==> src/rtl/uart_txfifo_pkg.sv <==
// uart_txfifo_pkg: shared uart constants, tx FIFO FSM encodings and depth derivation
package uart_txfifo_pkg;
  localparam int UART_DW = 8;
  localparam logic [1:0] S_IDLE = 2'd0;
  localparam logic [1:0] S_LOAD = 2'd1;
  localparam logic [1:0] S_WAITHI = 2'd2;
  localparam logic [1:0] S_WAITLO = 2'd3;
  function automatic int depth_of(input int adrw);
    return 1 << adrw;
  endfunction
endpackage

==> src/rtl/uart_txfifo_fifomem.sv <==
// uart_fifomem_m: single write port, registered read port storage for the uart tx FIFO
module uart_fifomem_m
  import uart_txfifo_pkg::*;
#(
  parameter int ADRW = 4
) (
  input  logic               clk,
  input  logic               rst_n,
  input  logic               we,
  input  logic [ADRW-1:0]    wa,
  input  logic [UART_DW-1:0] wd,
  input  logic               re,
  input  logic [ADRW-1:0]    ra,
  output logic [UART_DW-1:0] rd
);
  localparam int DEPTH = depth_of(ADRW);
  logic [UART_DW-1:0] mem [0:DEPTH-1];
  always_ff @(posedge clk)
    if (we) mem[wa] <= wd;
  // read register only updates on re, so it holds the last loaded byte between frames
  always_ff @(posedge clk)
    if (!rst_n) rd <= '0;
    else if (re) rd <= mem[ra];
endmodule

==> src/rtl/uart_txfifo.sv <==
// uart_txfifo: byte FIFO feeding uart_m with one load strobe per transmitted frame
module uart_txfifo
  import uart_txfifo_pkg::*;
#(
  parameter int ADRW = 4
) (
  input  logic               clk,
  input  logic               rst_n,
  input  logic               wr,
  input  logic [UART_DW-1:0] wd,
  input  logic               txbusy,
  output logic               load,
  output logic [UART_DW-1:0] d,
  output logic               full,
  output logic               empty,
  output logic [ADRW:0]      count,
  output logic               ovf
);
  localparam int DEPTH = depth_of(ADRW);
  logic [1:0] state, state_n;
  logic [ADRW-1:0] wp, rp;
  logic push, pop, go;
  logic [ADRW:0] count_n;
  assign go = state == S_IDLE && !empty && !txbusy;
  assign pop = state == S_LOAD;
  assign push = wr && !full;
  assign load = pop;
  assign count_n = count + (ADRW+1)'(push) - (ADRW+1)'(pop);
  always_comb
    state_n = state == S_IDLE ? (go ? S_LOAD : S_IDLE) :
              state == S_LOAD ? S_WAITHI :
              state == S_WAITHI ? (txbusy ? S_WAITLO : S_WAITHI) :
              (txbusy ? S_WAITLO : S_IDLE);
  always_ff @(posedge clk)
    if (!rst_n) begin
      state <= S_IDLE;
      wp <= '0;
      rp <= '0;
      count <= '0;
      empty <= 1'b1;
      full <= 1'b0;
      ovf <= 1'b0;
    end else begin
      state <= state_n;
      if (push) wp <= wp + ADRW'(1);
      if (pop) rp <= rp + ADRW'(1);
      count <= count_n;
      empty <= count_n == '0;
      full <= count_n == (ADRW+1)'(DEPTH);
      if (wr && full) ovf <= 1'b1;
    end
  // head byte is fetched on the IDLE->LOAD edge so d is valid throughout LOAD
  uart_fifomem_m #(.ADRW(ADRW)) u_mem (
    .clk(clk),
    .rst_n(rst_n),
    .we(push),
    .wa(wp),
    .wd(wd),
    .re(go),
    .ra(rp),
    .rd(d)
  );
endmodule
==> config.mk <==
export PLATFORM = sky130hd
export DESIGN_NAME = uart_txfifo
export DESIGN_NICKNAME = d
export VERILOG_FILES = /design/src/rtl/uart_txfifo_pkg.sv /design/src/rtl/uart_txfifo_fifomem.sv /design/src/rtl/uart_txfifo.sv
export SDC_FILE = /design/constraint.sdc
export NUM_CORES = 1
export LEC_CHECK = 0
export CAP_MARGIN = 5
export CORE_UTILIZATION = 37
export DETAILED_ROUTE_END_ITERATION = 6
export PLACE_DENSITY = 0.62
export SLEW_MARGIN = 5
export SYNTH_ARGS = -nofsm -noshare
export SYNTH_HDL_FRONTEND = slang
export SYNTH_SLANG_ARGS = --single-unit
==> constraint.sdc <==
create_clock -name clk -period 3.4 [get_ports clk]
set_input_delay 0.68 -clock clk [delete_from_list [all_inputs] [get_ports clk]]
set_output_delay 0.68 -clock clk [all_outputs]
set_load 0.01 [all_outputs]
==> results.txt, run 1 <==
Synth warn - 0
Net Sw Frac - 0.236
Synth Area in Compound Gates - 0.0218
H-tree depth - 4
CTS-repair resized insts - 0
Post-Synth XOR/XNOR Area - 0.0160
R2r worst-path depth - 8
Fmax - 391 MHz
Drt total wl - 11300 um
Sequential power share - 0.455
Setup TNS - 0 ns
GPL Wtd Cong - 0.790
Site Rows - 46
Comb power frac - 0.154
Status - completed
Synth top area share - 0.637
WP data arrival - 2.88 ns
TritonCTS clock tree - built
Max Slew Vio Count - 0
Vias in the first global route - 3194
P_int - 0.00377 W
Clock Skews - 0.0104 ns
Io pins - 29
Die H - 130 um
Largest family of logic cells by synthesized area - multiplexers
Worst reg2reg endpoint - full
Num CTS Buffers - 17
RSZ-0062 raised after global routing - false
CTS clk-pin slew, worst paths - 0.06 ns
Design area - 7260 um^2
# diodes - 0
Hold Vio Cnt, Final - 0
Clock root cell - clkbuf_16
Seq cells post-synth - 154
Vias/cell - 4.92
Cell Area, Placed - 6660 um^2
FF-to-FF setup slack - 1.14 ns
Fraction of layout cells with a size suffix above 1 - 0.215
Post-synthesis mux area share - 0.148
Post-Synth Adder-Cell Area - 0.0220
Synth Flop Type - edfxtp_1
Area leader, netlist - edfxtp_1
Ys async rst share - 0
# fillers - 1370
Synthesized Nets - 349
Dpl hpwl - 7080 um
Dpl cells - 573
Clock share of power - 0.391
Routed length per placed instance - 18.8 um
Max VDD drop - 336 uV
Global-route wire length before repair - 18100 um
Hold Crit Class - flop to flop
R2R Path Start - state[0]
Hold path startpoint - state[0]
P per Cell Area - 679 nW/um^2
CTS max path bufs - 2
Port Buffers - 28
Post-route insts no fill - 602
Relative slew slack - 0.545
Die width - 130 um
MaxCap Viol Count - 0
Setup-failing EPs final - 0
Synthesized area per cell - 18.4 um^2
Clock latency at the later pin of the worst-skew pair - 0.42 ns
Simple-gate portion of the synthesized area - 0.0512
Critical Path RT - 3.73 ns
CORE AREA - 15900 um^2
Antenna-violating nets left - 0
Synth cell types - 32
DRT iter0 DRCs - 240
# clock sinks - 154
Register area share after synthesis - 0.724
Worst Hold End - state[1]
CP endpoint kind - flop
Period Utilization, post-route - 0.752
Largest cells by area after synthesis - edfxtp_1 64%, mux4_2 12%, dfxtp_1 8.6%
Startpoint Class - input pin
DRC - 0
First drt pass iteration count - 4
Minimum clock period after layout - 2.56 ns
Initial cell density of the core - 0.380
Grt ovf - 0
Setup CP Type - input pin to flop
All-Layer GR Usage - 0.155
Gate Count Post-Synth - 327
Mapped Area - 6030 um^2
NetSw - 0.00116 W
Hold depth - 1
Die area - 16800 um^2
Via count - 2959
Largest net degree at the start of global routing - 36
P_leak - 2.34 nW
Nets - 398
Critical path fanouts, max - 3
Number of synthesized flops with an enable pin - 128
CTS Hold Bufs - 0
Area Overhead vs Synth - 20.4%
Postcts setup bufs - 0
Antenna violations before repair - 0
Worst Tran Pin Value - 0.683 ns
-- cell usage in the layout, fill, tap and decap left out, types with 5 or more instances in the layout --
master and n:
clkbuf_16 17, xnor2_1 8, nand3_1 8, and2_1 11, buf_4 22, edfxtp_1 128
nand2_1 8, dfxtp_1 25, ha_1 9, o221ai_1 8, inv_1 6, nor2_1 13
nor2b_1 5, clkdlybuf4s50_1 28, mux4_2 32, mux2i_1 17
-- synthesized netlist by cell type, types with 4 or more instances --
cell      count
a21oi_1       4
and2_1       11
buf_2         8
clkbuf_1      9
dfxtp_1      26
edfxtp_1    128
ha_1          9
inv_1         6
mux2i_1      17
mux4_2       32
nand2_1       8
nand3_1       8
nor2_1       13
nor2b_1       5
nor3_1        4
o221ai_1      8
xnor2_1       8
-- layout make-up --
cell class / count / area, um^2 / share of cell area
flip-flops and latches: 154 / 4370 / 0.601
multi-input cells: 147 / 1560 / 0.215
repair buffers: 50 / 445 / 0.0613
clock buffers: 17 / 425 / 0.0586
well taps: 216 / 270 / 0.0372
clock inverters: 12 / 173 / 0.0238
inverters: 6 / 22.5 / 0.00310
-- cells by family (layout without fill, tap and decap cells) --
| logic type | count (synthesis) | after routing |
|---|---|---|
| compound gates | 18 | 18 |
| xor+xnor | 11 | 11 |
| fa+ha+maj | 10 | 10 |
| buf+inv | 26 | 85 |
| flops | 154 | 154 |
| mux | 49 | 49 |
| simple gates | 59 | 59 |
-- power by group through the flow --
| stage | combinational, W | clock (W) | sequential (W) |
|---|---|---|---|
| 4_1_cts | 0.000771 | 0.00198 | 0.00225 |
| 5_1_grt | 0.000854 | 0.00204 | 0.00226 |
| 2_1_floorplan | 0.000455 | 0 | 0.00229 |
| 3_3_place_gp | 0.000744 | 0 | 0.00228 |
| 6_report | 0.000758 | 0.00193 | 0.00225 |
| 3_5_place_dp | 0.000766 | 0 | 0.00228 |
-- worst max-delay path, stage by stage --
cell,delay [ns]
clkdlybuf4s50_1,0.47
nor2b_1,0.21
xor2_1,0.10
ha_1,0.22
fa_1,0.41
a21o_1,0.18
a21oi_1,0.17
xnor2_1,0.17
nor4bb_1,0.28
-- state kept, by name (all words and copies together), names as in the netlist --
register and count:
state 2, ovf 1, count 5, u_mem.mem 128
full 1, wp 4, u_mem.rd 8, rp 4
empty 1
-- metrics by stage --
step | power [W] | hold WS [ns] | util | worst slack, ns
final | 0.00493 | 0.485 | 0.457 | 0.844
after detailed placement | 0.00305 | 0.473 | 0.420 | 0.426
after CTS | 0.00500 | 0.487 | 0.457 | 0.855
after floorplan | 0.00275 | 0.438 | - | 0.803
after global placement | 0.00302 | 0.457 | 0.420 | 0.445
after global routing | 0.00515 | 0.526 | 0.457 | 0.622
-- metal layers --
metal	track usage	part of all wire
met5	0	0
met4	0.0595	0.0075
met3	0.0462	0.064
met2	0.255	0.51
met1	0.193	0.42
-- worst max path at each step --
stage | start | end | slack (ns) | depth (start not counted)
floorplan | wr | full | 0.80 | 9
global placement | wr | full | 0.44 | 9
detailed placement | wr | full | 0.43 | 9
CTS | state[0] | load | 0.85 | 3
global route | wr | full | 0.62 | 9
finish | wr | full | 0.84 | 9
Note: power is estimated with default switching activity, not from simulation.
==> run 2: changes to the inputs <==
PLACE_DENSITY = 0.64   (was 0.62)
clock period = 2.3 ns   (was 3.4 ns; I/O delays follow)
==> run 2 against run 1 <==
Effect of this change: sequential power is 48% higher; global-route usage is 0.22 points higher; die area stayed put; critical path type is now flop to flop; highest routed layer unchanged.
==> results.txt, run 2 (same netlist as run 1, synthesis figures left out) <==
Largest Register - u_mem.mem
Setup CP Type - flop to flop
All-Layer GR Usage - 0.157
DRC - 0
Fraction of layout cells with a size suffix above 1 - 0.239
# diodes - 0
Clock latency at the later pin of the worst-skew pair - 0.43 ns
Global-route wire length before repair - 18200 um
Die width - 130 um
Worst Tran Pin Value - 0.569 ns
Startpoint Class - flop
CTS clk-pin slew, worst paths - 0.06 ns
Die area - 16800 um^2
Hold Vio Cnt, Final - 0
Antenna-violating nets left - 0
Setup-failing EPs final - 0
Num CTS Buffers - 17
Relative slew slack - 0.620
Port Buffers - 28
GPL Wtd Cong - 0.753
CP endpoint kind - flop
Hold Crit Class - input pin to flop
Area Overhead vs Synth - 23.0%
MaxCap Viol Count - 0
Critical Path RT - 2.62 ns
RSZ-0062 raised after global routing - false
Minimum clock period after layout - 2.21 ns
Fmax - 452 MHz
Site Rows - 46
Tot Pwr - 0.00761 W
Via count - 3024
R2r worst-path depth - 6
TritonCTS clock tree - built
Clock root cell - clkbuf_16
Period Utilization, post-route - 0.962
Max FFs per register - 128
Dpl hpwl - 7240 um
Critical path fanouts, max - 4
Max VDD drop - 553 uV
CTS max path bufs - 2
H-tree depth - 4
Grt ovf - 0
Io pins - 29
Top flop regs - u_mem.mem: 128 flops, u_mem.rd: 8 flops, count: 5 flops
Design area - 7420 um^2
Die H - 130 um
DRT iter0 DRCs - 158
Initial cell density of the core - 0.380
Antenna violations before repair - 0
Most frequent cells in the layout - 128 x edfxtp_1, 32 x mux4_2, 28 x buf_4
Hold depth - 3
WP data arrival - 2.54 ns
Clock Skews - 0.0123 ns
First drt pass iteration count - 4
Status - completed
Drt total wl - 11500 um
Commonest non-fill, non-tap cell in the layout - edfxtp_1
Vias/cell - 4.93
# clock sinks - 154
Cell Area, Placed - 6740 um^2
Vias in the first global route - 3288
Largest net degree at the start of global routing - 35
P_leak - 2.42 nW
Nets - 406
Max Slew Vio Count - 0
Routed length per placed instance - 18.8 um
FF-to-FF setup slack - 0.09 ns
CORE AREA - 15900 um^2
P per Cell Area - 1030 nW/um^2
==> run 2: path summary, 6_finish.rpt <==
path	end	startpoint
setup reg to reg	full	state[0]
hold reg to reg	state[1]	state[0]
setup / recovery	full	state[0]
hold / removal	ovf	wr
==> run 2: layout make-up <==
class	count	area [um^2]
clock buffer	21	440
clock inverter	11	191
fill	1387	8470
inverter	6	22.5
multi-input combinational	147	1600
sequential	154	4370
tap	216	270
timing repair buffer	58	533
==> run 2: per-stage QoR <==
step	cells	hold slack (ns)	utilization	worst slack, ns	setup TNS (ns)
after CTS	612	0.478	0.465	0.00499	0
after global placement	580	0.458	0.424	-0.406	-1.43
after detailed placement	580	0.473	0.424	-0.531	-1.63
final	613	0.355	0.467	0.0877	0
after floorplan	327	0.438	-	0.00370	0
after global routing	613	0.368	0.467	0.00921	0
==> run 2: repair_timing <==
action | in CTS | in global routing
hold buffers | 0 | 0
buffers inserted | 0 | 1
pin swaps | 2 | 4
setup endpoints to repair | 1 | 2
resized for setup | 5 | 4
==> run 2: layer usage <==
layer  wire length [um]  up-vias  global-route usage  part of all wire
li1                   -     1397                   -                 -
met1               4680     1530               0.183              0.41
met2               5840       83               0.263              0.51
met3                789       14              0.0528             0.069
met4                193        0              0.0725             0.017
met5                  0        -                   0                 0
==> run 2: power breakdown <==
part / leakage [nW] / switching (W) / internal, W / total [W]
logic: 0.747 / 0.000617 / 0.000678 / 0.00129
clock network: 0.301 / 0.00106 / 0.00193 / 0.00299
registers: 1.37 / 0.000109 / 0.00322 / 0.00333
total: 2.42 / 0.00179 / 0.00582 / 0.00761
==> run 2: critical path: stages (launching register included) <==
cell	delay, ns
dfxtp_1	0.35
nor2b_1	0.23
xor2_1	0.18
ha_2	0.23
fa_2	0.43
or3_4	0.40
nor4bb_4	0.29
==> run 3: changes to the inputs <==
PLACE_DENSITY = 0.58   (was 0.64)
==> run 3 against run 2 <==
Effect of this change: fmax grew 0.71%; sequential cell count stayed put; final area down 0.40%; cell count up 0.65%; sequential power about the same.
==> results.txt, run 3 (same netlist as run 1, synthesis figures left out) <==
Period Utilization, post-route - 0.955
First drt pass iteration count - 4
Startpoint Class - flop
Initial cell density of the core - 0.380
Clock Skews - 0.00725 ns
Max Slew Vio Count - 0
Via count - 3051
P per Cell Area - 987 nW/um^2
Largest net degree at the start of global routing - 36
Die H - 130 um
Die width - 130 um
Comb power frac - 0.172
Vias/cell - 4.94
Critical Path RT - 1.84 ns
Sequential power share - 0.456
Site Rows - 46
Commonest non-fill, non-tap cell in the layout - edfxtp_1
Minimum clock period after layout - 2.20 ns
Most frequent cells in the layout - 128 x edfxtp_1, 32 x mux4_2, 32 x buf_4
Drt total wl - 12000 um
Num CTS Buffers - 17
Routed length per placed instance - 19.4 um
P_leak - 2.42 nW
Hold Vio Cnt, Final - 0
CTS clk-pin slew, worst paths - 0.06 ns
NetSw - 0.00181 W
CORE AREA - 15900 um^2
WP data arrival - 1.74 ns
Dpl hpwl - 7540 um
Io pins - 29
Hold Crit Class - input pin to flop
Vias in the first global route - 3347
WHS - 0.336 ns
Tot Pwr - 0.00729 W
RSZ-0062 raised after global routing - false
Setup-failing EPs final - 0
DRT iter0 DRCs - 180
Critical path fanouts, max - 6
H-tree depth - 4
GPL Wtd Cong - 0.738
Clock root cell - clkbuf_16
CTS max path bufs - 2
Nets - 410
Largest Register - u_mem.mem
Grt ovf - 0
# clock sinks - 154
Port Buffers - 28
Fraction of layout cells with a size suffix above 1 - 0.257
P_int - 0.00548 W
Global-route wire length before repair - 18800 um
CP endpoint kind - primary output
TritonCTS clock tree - built
Clock latency at the later pin of the worst-skew pair - 0.42 ns
DRC - 0
# diodes - 0
Net Sw Frac - 0.249
Design area - 7390 um^2
Fmax - 455 MHz
Top flop regs - u_mem.mem: 128 flops, u_mem.rd: 8 flops, count: 5 flops
Post-route insts no fill - 617
Status - completed
Antenna-violating nets left - 0
All-Layer GR Usage - 0.161
Antenna violations before repair - 0
Worst Tran Pin Value - 0.562 ns
Area Overhead vs Synth - 22.5%
Max FFs per register - 128
Dpl cells - 584
Clock share of power - 0.373
CTS Hold Bufs - 0
MaxCap Viol Count - 0
Setup CP Type - flop to primary output
Relative slew slack - 0.624
Max VDD drop - 642 uV
Setup TNS - 0 ns
Die area - 16800 um^2
Cell Area, Placed - 6770 um^2
==> run 3: changes by cell type in the layout (fill, tap and decap cells not counted), moves of 2 or more <==
cell / delta
clkinv_2: +3
clkbuf_1: -2
inv_6: +2
bufinv_16: -3
buf_4: +4
==> run 3: final cells by class <==
| cell class | instances | area (um^2) |
|---|---|---|
| Clock buffer | 19 | 433 |
| Clock inverter | 13 | 141 |
| Fill cell | 1398 | 8500 |
| Inverter | 6 | 22.5 |
| Multi-Input combinational cell | 147 | 1590 |
| Sequential cell | 154 | 4370 |
| Tap cell | 216 | 270 |
| Timing Repair Buffer | 62 | 563 |
==> run 3: layer usage <==
| layer | up-vias | wire [um] | track usage | share of wire |
|---|---|---|---|---|
| met5 | - | 0 | 0 | 0 |
| met4 | 0 | 222 | 0.0540 | 0.019 |
| met3 | 21 | 442 | 0.0553 | 0.037 |
| met2 | 67 | 5970 | 0.268 | 0.50 |
| met1 | 1558 | 5350 | 0.196 | 0.45 |
| li1 | 1405 | - | - | - |
==> run 3: final timing paths <==
check | start | end | slack, ns | cells past startpoint
worst max-delay path | state[0] | load | 0.10 | 3
worst min-delay path | wr | ovf | 0.34 | 3
worst max register to register | state[0] | full | 0.19 | 6
worst min register to register | state[0] | state[1] | 0.48 | 1
==> run 3: metrics by stage <==
stage / util / setup WS [ns]
after floorplan: - / 0.00370
after global placement: 0.426 / -0.393
after detailed placement: 0.426 / -0.434
after CTS: 0.463 / 0.0183
after global routing: 0.465 / 0.0109
final: 0.465 / 0.103
==> run 3: worst max-delay path: stages (launching register included) <==
cell and delay [ns]:
dfxtp_1 0.35, nor2b_2 0.21, buf_4 0.20, clkdlybuf4s50_1 0.55
==> run 3: power by group through the flow <==
stage | Clock (W) | Combinational [W] | Sequential, W
after global placement | 0 | 0.00117 | 0.00337
after floorplan | 0 | 0.000676 | 0.00339
after detailed placement | 0 | 0.00120 | 0.00338
final | 0.00272 | 0.00125 | 0.00332
after CTS | 0.00277 | 0.00121 | 0.00332
after global routing | 0.00289 | 0.00140 | 0.00334
==> run 3: what timing repair did <==
item | 4_1_cts | 5_1_grt
pin swaps | 0 | 3
setup endpoints to repair | 2 | 3
gates resized for setup | 2 | 7
setup buffers | 0 | 1
